`src/rtl/seq_det_pkg.sv`:
```
// Shared encodings for the serial 011/100 detector and its frame scheduler.
package seq_det_pkg;

  // Detector core states (Moore, 3-bit encoding; 7 is unused and recovers to START)
  localparam logic [2:0] DET_START = 3'd0;
  localparam logic [2:0] DET_S0    = 3'd1;
  localparam logic [2:0] DET_S01   = 3'd2;
  localparam logic [2:0] DET_S011  = 3'd3;
  localparam logic [2:0] DET_S1    = 3'd4;
  localparam logic [2:0] DET_S10   = 3'd5;
  localparam logic [2:0] DET_S100  = 3'd6;

  // Scheduler controller states
  localparam logic [1:0] ST_IDLE  = 2'd0;
  localparam logic [1:0] ST_SHIFT = 2'd1;
  localparam logic [1:0] ST_FLUSH = 2'd2;
  localparam logic [1:0] ST_DONE  = 2'd3;

  // One-hot grant vector for a requester index
  function automatic logic [1:0] onehot2(input logic idx);
    return idx ? 2'b10 : 2'b01;
  endfunction

  // Next detector state for one serial input bit
  function automatic logic [2:0] det_next(input logic [2:0] cur, input logic s);
    logic [2:0] nxt;
    nxt = DET_START;
    case (cur)
      DET_START: nxt = s ? DET_S1   : DET_S0;
      DET_S0:    nxt = s ? DET_S01  : DET_S0;
      DET_S01:   nxt = s ? DET_S011 : DET_S10;
      DET_S011:  nxt = s ? DET_S1   : DET_S10;
      DET_S1:    nxt = s ? DET_S1   : DET_S10;
      DET_S10:   nxt = s ? DET_S01  : DET_S100;
      DET_S100:  nxt = s ? DET_S01  : DET_S0;
      default:   nxt = DET_START;
    endcase
    return nxt;
  endfunction

endpackage

```
`src/rtl/seq_det_sched_if.sv`:
```
// Requester/result bundle between the word-side producer and the scheduler.
interface seq_det_sched_if #(
  parameter int unsigned DW = 8,
  parameter int unsigned CW = 4
);
  logic          req0;
  logic [DW-1:0] data0;
  logic          req1;
  logic [DW-1:0] data1;
  logic [1:0]    gnt;
  logic          busy;
  logic          s_out;
  logic          done;
  logic          owner;
  logic [CW-1:0] cnt011;
  logic [CW-1:0] cnt100;

  // Producer side: raises requests, observes grant and results
  modport master (
    output req0, data0, req1, data1,
    input  gnt, busy, s_out, done, owner, cnt011, cnt100
  );

  // Scheduler side
  modport slave (
    input  req0, data0, req1, data1,
    output gnt, busy, s_out, done, owner, cnt011, cnt100
  );
endinterface

```
`src/rtl/seq_det_core.sv`:
```
// Bit-serial overlapping 011/100 detector (Moore); hits decode the current state.
module seq_det_core
  import seq_det_pkg::*;
(
  input  logic ck,
  input  logic rs,
  input  logic clr,
  input  logic s,
  output logic hit011,
  output logic hit100
);

  logic [2:0] r_state;
  logic [2:0] w_next;

  // Next-state decode for the current serial bit
  always_comb begin
    w_next = det_next(r_state, s);
  end

  // State register; clr restarts pattern matching so hits never span frames
  always_ff @(posedge ck or posedge rs) begin
    if (rs) begin
      r_state <= DET_START;
    end else if (clr) begin
      r_state <= DET_START;
    end else begin
      r_state <= w_next;
    end
  end

  assign hit011 = (r_state == DET_S011);
  assign hit100 = (r_state == DET_S100);

endmodule

```
`src/rtl/seq_det_sched.sv`:
```
// Round-robin scheduler sharing one serial 011/100 detector between two
// word-wide requesters: latch a word, shift it MSB first, count hits, report.
module seq_det_sched
  import seq_det_pkg::*;
#(
  parameter int unsigned DW = 8,
  parameter int unsigned CW = 4
) (
  input  logic             ck,
  input  logic             rs,
  seq_det_sched_if.slave   bus
);

  localparam int unsigned IW = (DW > 1) ? $clog2(DW) : 1;

  logic [1:0]    r_ctl;
  logic [DW-1:0] r_sr;
  logic [IW-1:0] r_idx;
  logic          r_last;
  logic          r_owner;
  logic [1:0]    r_gnt;
  logic [CW-1:0] r_c011;
  logic [CW-1:0] r_c100;

  logic w_any;
  logic w_win;
  logic w_start;
  logic w_s;
  logic w_cnt_en;
  logic w_last_bit;
  logic w_hit011;
  logic w_hit100;

  // Arbitration: a lone requester wins outright; on a tie the one not served last wins
  assign w_any      = bus.req0 | bus.req1;
  assign w_win      = (bus.req0 & bus.req1) ? ~r_last : bus.req1;
  assign w_start    = (r_ctl == ST_IDLE) && w_any;
  assign w_s        = (r_ctl == ST_SHIFT) ? r_sr[DW-1] : 1'b0;
  assign w_cnt_en   = (r_ctl == ST_SHIFT) || (r_ctl == ST_FLUSH);
  assign w_last_bit = (r_idx == IW'(DW - 1));

  // Controller: IDLE -> SHIFT (DW bits) -> FLUSH -> DONE -> IDLE
  always_ff @(posedge ck or posedge rs) begin
    if (rs) begin
      r_ctl <= ST_IDLE;
    end else begin
      case (r_ctl)
        ST_IDLE:  if (w_any) r_ctl <= ST_SHIFT;
        ST_SHIFT: if (w_last_bit) r_ctl <= ST_FLUSH;
        ST_FLUSH: r_ctl <= ST_DONE;
        default:  r_ctl <= ST_IDLE;
      endcase
    end
  end

  // Word latch, MSB-first shifter, bit index, owner and round-robin pointer
  always_ff @(posedge ck or posedge rs) begin
    if (rs) begin
      r_sr    <= '0;
      r_idx   <= '0;
      r_owner <= 1'b0;
      r_last  <= 1'b1;
      r_gnt   <= '0;
    end else begin
      r_gnt <= '0;
      if (w_start) begin
        r_sr    <= w_win ? bus.data1 : bus.data0;
        r_idx   <= '0;
        r_owner <= w_win;
        r_last  <= w_win;
        r_gnt   <= onehot2(w_win);
      end else if (r_ctl == ST_SHIFT) begin
        r_sr  <= {r_sr[DW-2:0], 1'b0};
        r_idx <= r_idx + 1'b1;
      end
    end
  end

  // Saturating hit counters; the FLUSH cycle picks up the hit caused by the last bit
  always_ff @(posedge ck or posedge rs) begin
    if (rs) begin
      r_c011 <= '0;
      r_c100 <= '0;
    end else if (w_start) begin
      r_c011 <= '0;
      r_c100 <= '0;
    end else if (w_cnt_en) begin
      if (w_hit011 && (r_c011 != '1)) r_c011 <= r_c011 + 1'b1;
      if (w_hit100 && (r_c100 != '1)) r_c100 <= r_c100 + 1'b1;
    end
  end

  // Core is cleared on the grant edge; whatever it does outside SHIFT/FLUSH is never counted
  seq_det_core u_core (
    .ck     (ck),
    .rs     (rs),
    .clr    (w_start),
    .s      (w_s),
    .hit011 (w_hit011),
    .hit100 (w_hit100)
  );

  assign bus.gnt    = r_gnt;
  assign bus.busy   = (r_ctl != ST_IDLE);
  assign bus.s_out  = w_s;
  assign bus.done   = (r_ctl == ST_DONE);
  assign bus.owner  = r_owner;
  assign bus.cnt011 = r_c011;
  assign bus.cnt100 = r_c100;

endmodule

```
`src/flat_wrapper.sv`:
```
// flat-port wrapper written by rule: the top's interface ports become plain ports
module seq_det_sched_flat import seq_det_pkg::*;
#(
  parameter int unsigned DW = 8,
  parameter int unsigned CW = 4
)
  (ck, rs, bus_req0, bus_data0, bus_req1, bus_data1, bus_gnt, bus_busy, bus_s_out, bus_done, bus_owner, bus_cnt011, bus_cnt100);
  seq_det_sched_if #(.DW(DW), .CW(CW)) bus_i ();
  input  logic ck;
  input  logic rs;
  input wire logic [$bits(bus_i.req0)-1:0] bus_req0;
  input wire logic [$bits(bus_i.data0)-1:0] bus_data0;
  input wire logic [$bits(bus_i.req1)-1:0] bus_req1;
  input wire logic [$bits(bus_i.data1)-1:0] bus_data1;
  output wire logic [$bits(bus_i.gnt)-1:0] bus_gnt;
  output wire logic [$bits(bus_i.busy)-1:0] bus_busy;
  output wire logic [$bits(bus_i.s_out)-1:0] bus_s_out;
  output wire logic [$bits(bus_i.done)-1:0] bus_done;
  output wire logic [$bits(bus_i.owner)-1:0] bus_owner;
  output wire logic [$bits(bus_i.cnt011)-1:0] bus_cnt011;
  output wire logic [$bits(bus_i.cnt100)-1:0] bus_cnt100;
  assign bus_i.req0 = bus_req0;
  assign bus_i.data0 = bus_data0;
  assign bus_i.req1 = bus_req1;
  assign bus_i.data1 = bus_data1;
  assign bus_gnt = bus_i.gnt;
  assign bus_busy = bus_i.busy;
  assign bus_s_out = bus_i.s_out;
  assign bus_done = bus_i.done;
  assign bus_owner = bus_i.owner;
  assign bus_cnt011 = bus_i.cnt011;
  assign bus_cnt100 = bus_i.cnt100;
  seq_det_sched #(.DW(DW), .CW(CW)) u_core (.ck(ck), .rs(rs), .bus(bus_i));
endmodule
```
`config.mk`:
```
export PLATFORM = sky130hd
export DESIGN_NAME = seq_det_sched_flat
export DESIGN_NICKNAME = d
export VERILOG_FILES = /design/src/rtl/seq_det_pkg.sv /design/src/rtl/seq_det_sched_if.sv /design/src/rtl/seq_det_core.sv /design/src/rtl/seq_det_sched.sv /design/src/flat_wrapper.sv
export SDC_FILE = /design/constraint.sdc
export NUM_CORES = 1
export LEC_CHECK = 0
export CAP_MARGIN = 5
export CORE_UTILIZATION = 53
export DETAILED_ROUTE_END_ITERATION = 10
export GPL_TIMING_DRIVEN = 0
export HOLD_SLACK_MARGIN = 0.06
export PLACE_DENSITY = 0.85
export SLEW_MARGIN = 25
export SYNTH_ARGS = -nofsm -noshare
export SYNTH_HDL_FRONTEND = slang
export SYNTH_HIERARCHICAL = 1
export SYNTH_SLANG_ARGS = --single-unit
```
`constraint.sdc`:
```
create_clock -name ck -period 2.4 [get_ports ck]
set_input_delay 0.24 -clock ck [delete_from_list [all_inputs] [get_ports ck]]
set_output_delay 0.24 -clock ck [all_outputs]
set_load 0.02 [all_outputs]
```
==> Word level (Yosys, flattened, before mapping) <==
Cells that the tools add are included.
{ "totals": {"elab_cells": 70, "input_bits": 20, "reg_bits": 28, "output_inout_bits": 14} }
{ "classes": {"addsub": 3, "n_bitwise": 3, "eq_ne": 14, "n_reduce_logical": 16, "mux": 25} }
{ "op_table": {"columns": ["cell", "n"], "rows": [
  ["4-bit two-way mux", 6],
  ["8-bit two-way mux", 3],
  ["3-bit two-way mux", 6],
  ["3-bit one-hot mux with 5 select lines", 1],
  ["3-bit == test, second input constant", 4],
  ["2-bit two-way mux", 5],
  ["2-bit nonzero test", 5],
  ["4-bit by 1-bit adder with 4-bit output, second input constant", 2],
  ["4-bit inequality test, second input constant", 2],
  ["3-bit by 2-bit == test with 1-bit output, second input constant", 2],
  ["2-bit one-hot mux with 3 select lines", 1],
  ["2-bit AND reduction", 3],
  ["2-bit == test, second input constant", 2],
  ["2-bit by 1-bit inequality test with 1-bit output, second input constant", 2],
  ["2-bit OR reduction", 2],
  ["3-bit by 1-bit adder with 3-bit output, second input constant", 1],
  ["3-bit by 1-bit == test with 1-bit output, second input constant", 1],
  ["1-bit logical AND", 3],
  ["3-bit logical NOT", 1],
  ["1-bit two-way mux", 3],
  ["2-bit by 1-bit == test with 1-bit output, second input constant", 1],
  ["2-bit logical NOT", 1],
  ["1-bit AND", 1],
  ["1-bit logical OR", 1],
  ["2 further kinds", 2]
]} }

==> Logic depth before layout (Yosys ltp) <==
{ "logic_depth": {"ltp_word": 5, "ltp_mapped": 8, "ltp_nobuf": 7} }

==> Modules after synthesis <==
Netlist, hierarchy kept.
{ "modules_own_cells": {"columns": ["mod", "seq_area_each_um2", "cells_per_inst", "area_each_um2", "instances"], "rows": [
  ["seq_det_sched", 626.9, 136, 1352.5, 1],
  ["seq_det_core", 75.1, 17, 173.9, 1]
]} }

==> Least setup slack after synthesis <==
Ideal clock, no wire load.
{ "synth_path": {"path_type": "register to register", "start": "register u_core.r_ctl[0]", "end": "register u_core.r_c011[0] (netlist: u_core/bus.cnt011[0])", "synth_period_minus_slack_ns": 1.443, "t_required_ns": 2.279, "stages_incl_launch_ff": 8, "t_arrival_ns": 1.322, "setup_ns": 0.121, "n_path_buf": 1, "setup_slack_ns": 0.957, "path_cell_list": "dfrtp_1 -> inv_1 -> ha_1 -> o21ai_2 -> nand2b_1 -> buf_4 -> o21ai_0 -> a22o_1"} }
{ "synth_via": {"elab_chain_len": 4, "elab_cells_between_ends": 9, "cone_classes": "2 x eq/ne; 1 x mux; 6 x reduce/logical"} }
{ "synth_rtl": {"columns": ["element", "line", "text"], "rows": [
  ["start: declaration", "seq_det_sched.sv:16", "logic [1:0] r_ctl;"],
  ["start signal: assignment", "seq_det_sched.sv:45", "r_ctl <= ST_IDLE;"],
  ["start signal: assignment", "seq_det_sched.sv:48", "ST_IDLE: if (w_any) r_ctl <= ST_SHIFT;"],
  ["start signal: assignment", "seq_det_sched.sv:49", "ST_SHIFT: if (w_last_bit) r_ctl <= ST_FLUSH;"],
  ["2-bit by 1-bit == test with 1-bit output, or another cell as far along", "seq_det_sched.sv:39", "assign w_cnt_en = (r_ctl == ST_SHIFT) || (r_ctl == ST_FLUSH);"],
  ["1-bit logical OR / 1-bit logical AND (equally long branches)", "seq_det_sched.sv:39, seq_det_sched.sv:37", null],
  ["2-bit nonzero test (no source line)", null, null],
  ["2-bit AND reduction (no source line)", null, null],
  ["end signal: assignment", "seq_det_sched.sv:88", "if (w_hit011 && (r_c011 != '1)) r_c011 <= r_c011 + 1'b1;"],
  ["end: declaration", "seq_det_sched.sv:22", "logic [CW-1:0] r_c011;"]
]} }
Several ways; a longest one is shown, not always the timed one.
A chain may end at the register's enable or synchronous reset.

==> Final worst setup path <==
{ "layout_path": {"start": "register u_core.r_ctl[1]", "end": "output bus_s_out"} }
{ "layout_via": {"elab_chain_len": 2} }
{ "layout_rtl": {"columns": ["element", "line", "text"], "rows": [
  ["2-bit by 1-bit == test with 1-bit output", "seq_det_sched.sv:38", "assign w_s = (r_ctl == ST_SHIFT) ? r_sr[DW-1] : 1'b0;"],
  ["1-bit two-way mux", "seq_det_sched.sv:38", null],
  ["end: declaration", "flat_wrapper.sv:17", "output wire logic [$bits(bus_i.s_out)-1:0] bus_s_out;"]
]} }
Every way passes these cells.

==> run summary <==
Final Slew Violations - 0
Power Dens Cells - 1180 mW/mm²
final worst clock skew - 3.16 ps
htree depth - 1
die width - 55.7 µm
CP Data Arrival Time - 1940 ps
Clk pwr share - 13.4%
clock sinks - 28
fin crit period - 2180 ps
initial DRC count - 88
Core Box Area - 0.00273 mm²
Worst-path clk slew - 150 ps
DRT Pass-1 Iters - 4
share of layout cells above drive strength 1 - 8.95%
Post-synth ARST share - 100%
Achievable Freq - 459 MHz
top-area cell type share of the netlist area - 44.3%
DRC Markers - 0
MaxCap Viol Count - 0
Startpoint Class - flip-flop
Initial Util - 55.8%
Sw Ratio - 41.5%
final setup margin - 221 ps
Clock Path Buffers - 2
total negative slack - 0 ps
pin slew with the least headroom to its limit - 573 ps
post-layout util - 71.3%
DRT antenna net count - 0
leakage - 0.000878 µW
Final Instance Area - 0.00195 mm²
initial antenna violation count - 0
overall routing resource usage - 23.7%
Comb power frac - 52.1%
critical path's largest stage delay - 620 ps
CP Cell Sequence - inv_1 -> ha_1 -> and2_1 -> clkdlybuf4s50_1
CP Capture Type - primary output
ys flop type - dfrtp_1
status - finished clean
CTS root buf - clkbuf_4
HPWL after DPL - 2580 µm
Worst slew margin - 61.5%
unrepaired setup endpoints after global routing - false
DR WL/cell - 15.8 µm
pre-CTS setup slack - 565 ps
Post-CTS Setup Inserts - 0
Required @ worst endpoint - 2160 ps
cell row count - 19
flops & latches, synth - 28
number of synthesized flops with an enable pin - 0
port bufs - 33
Area contributors post-synth - dfrtp_1, ha_1, o32a_1
syn nets - 182
Yosys top cell by area - dfrtp_1
TritonCTS buffer count - 3
Max IR drop VDD - 0.000864 V
commonest cells after routing, fill and taps aside - clkdlybuf4s50_1, dfrtp_1, nand2_1, o21ai_0, ha_1
Area Growth Syn to Fin - 27.6%
Ys Warns - 6
slowest CP cell - clkdlybuf4s50_1
Synth Instances - 153
first-pass GRT wire length - 5820 µm
Int Pwr - 1340 µW
post-CTS sizing - 0
Mean Syn Cell Area - 9.98 µm²
die area - 0.00310 mm²
Clk Latency, worst-skew pair - 320 ps
CP max FO - 4
Seq pwr share - 34.5%
gpl congestion - 0.797
# setup viols final - 0
Netlist cell types - 41
WL final - 3490 µm
Top Family by Delay on Critical Path - buffers and inverters
final net count - 220
Hold/Removal Path Class - in -> async
die height - 55.7 µm
commonest non-fill, non-tap cell in the layout - clkdlybuf4s50_1
Seq/Total Area, Yosys - 46.0%
Placed Area - 0.00190 mm²
final hold violation count - 0
diode count - 0
reported net switching power - 952 µW
Mapped Area - 0.00153 mm²
pin count of the biggest net entering global routing - 26
CP bufs+invs - 2
vias in the first global route - 1316
Vias - 1332
overflow left after global routing - 0
drt via density - 6.03
Final period util - 90.8%
CTS Hold Bufs - 0
CP Class - reg -> out
CTS tree - yes
io pins - 34
==> power by group through the flow <==
stage          sequential, µW  clock [µW]  combinational (µW)
2_1_floorplan             809           0                 791
3_3_place_gp              782           0                1120
3_5_place_dp              798           0                1190
4_1_cts                   787         316                1200
5_1_grt                   811         331                1320
6_report                  791         307                1190
==> worst register-to-register path, cell delays in order, from the launching register on <==
cell and delay, ps:
dfrtp_1 430, inv_1 130, ha_1 220, inv_2 110
nor2_1 190, buf_2 260, o22ai_1 120, o21ai_1 170
==> stage by stage <==
step / hold WS (ps) / total power, µW / instances
6_report: 108 / 2290 / 221
5_1_grt: 110 / 2460 / 221
4_1_cts: 71.5 / 2300 / 221
3_5_place_dp: 442 / 1980 / 217
3_3_place_gp: 444 / 1900 / 217
2_1_floorplan: -6.36 / 1600 / 153
==> cell families (layout without fill, tap and decap cells) <==
group	count (synthesis)	in the layout	synth area share, %
mux	1	1	0.656
compound gates	57	57	25.6
flops	28	28	46.0
simple gates	42	42	15.2
xor+xnor	1	1	0.574
buf+inv	15	52	4.67
fa+ha+maj	9	9	7.38
==> flip-flops by register name, summed over array words and instances, names as in the netlist <==
signal and cells:
u_core/bus.gnt 2, u_core/bus.cnt100 4, u_core/r_idx 3, u_core/r_sr 8
u_core/r_last 1, u_core/bus.cnt011 4, u_core/bus.owner 1, u_core/u_core/r_state 3
u_core/r_ctl 2
==> layer usage <==
layer	up-vias	track usage, %	routed length [µm]
met1	651	30.1	1540
li1	640	-	-
met3	6	3.49	157
met4	0	8.57	34
met5	-	0	0
met2	35	41.1	1760
==> Yosys cell counts, drive strengths merged (3+ instances only) <==
cell type  number
ha              9
nor2            5
a31oi           5
o21ai          18
a21o            3
nand2          16
buf             5
o22ai           7
nor2b           5
o32a            7
inv            10
and2            3
a21oi           6
dfrtp          27
==> layout make-up <==
class	count	area (µm²)
clock inverter	1	30.0
fill	209	786
tap	31	38.8
timing repair buffer	33	330
buffer	5	33.8
inverter	10	37.5
multi-input combinational	110	753
sequential	28	702
clock buffer	3	22.5
==> worst paths after layout <==
| path | endpoint | cells past startpoint | slack, ps | from |
|---|---|---|---|---|
| hold reg to reg | u_core/r_sr[3] | 2 | 510 | u_core/r_sr[3] |
| setup / recovery | bus_s_out | 4 | 220 | u_core/r_ctl[1] |
| setup reg to reg | u_core/r_sr[1] | 7 | 690 | u_core/r_ctl[0] |
| hold / removal | u_core/u_core/r_state[0] | 2 | 110 | rs |
| min in group ck | u_core/r_sr[3] | 2 | 510 | u_core/r_sr[3] |
| max in group asynchronous | u_core/r_last | 2 | 1740 | rs |
Power figures use the tool's default switching activity.
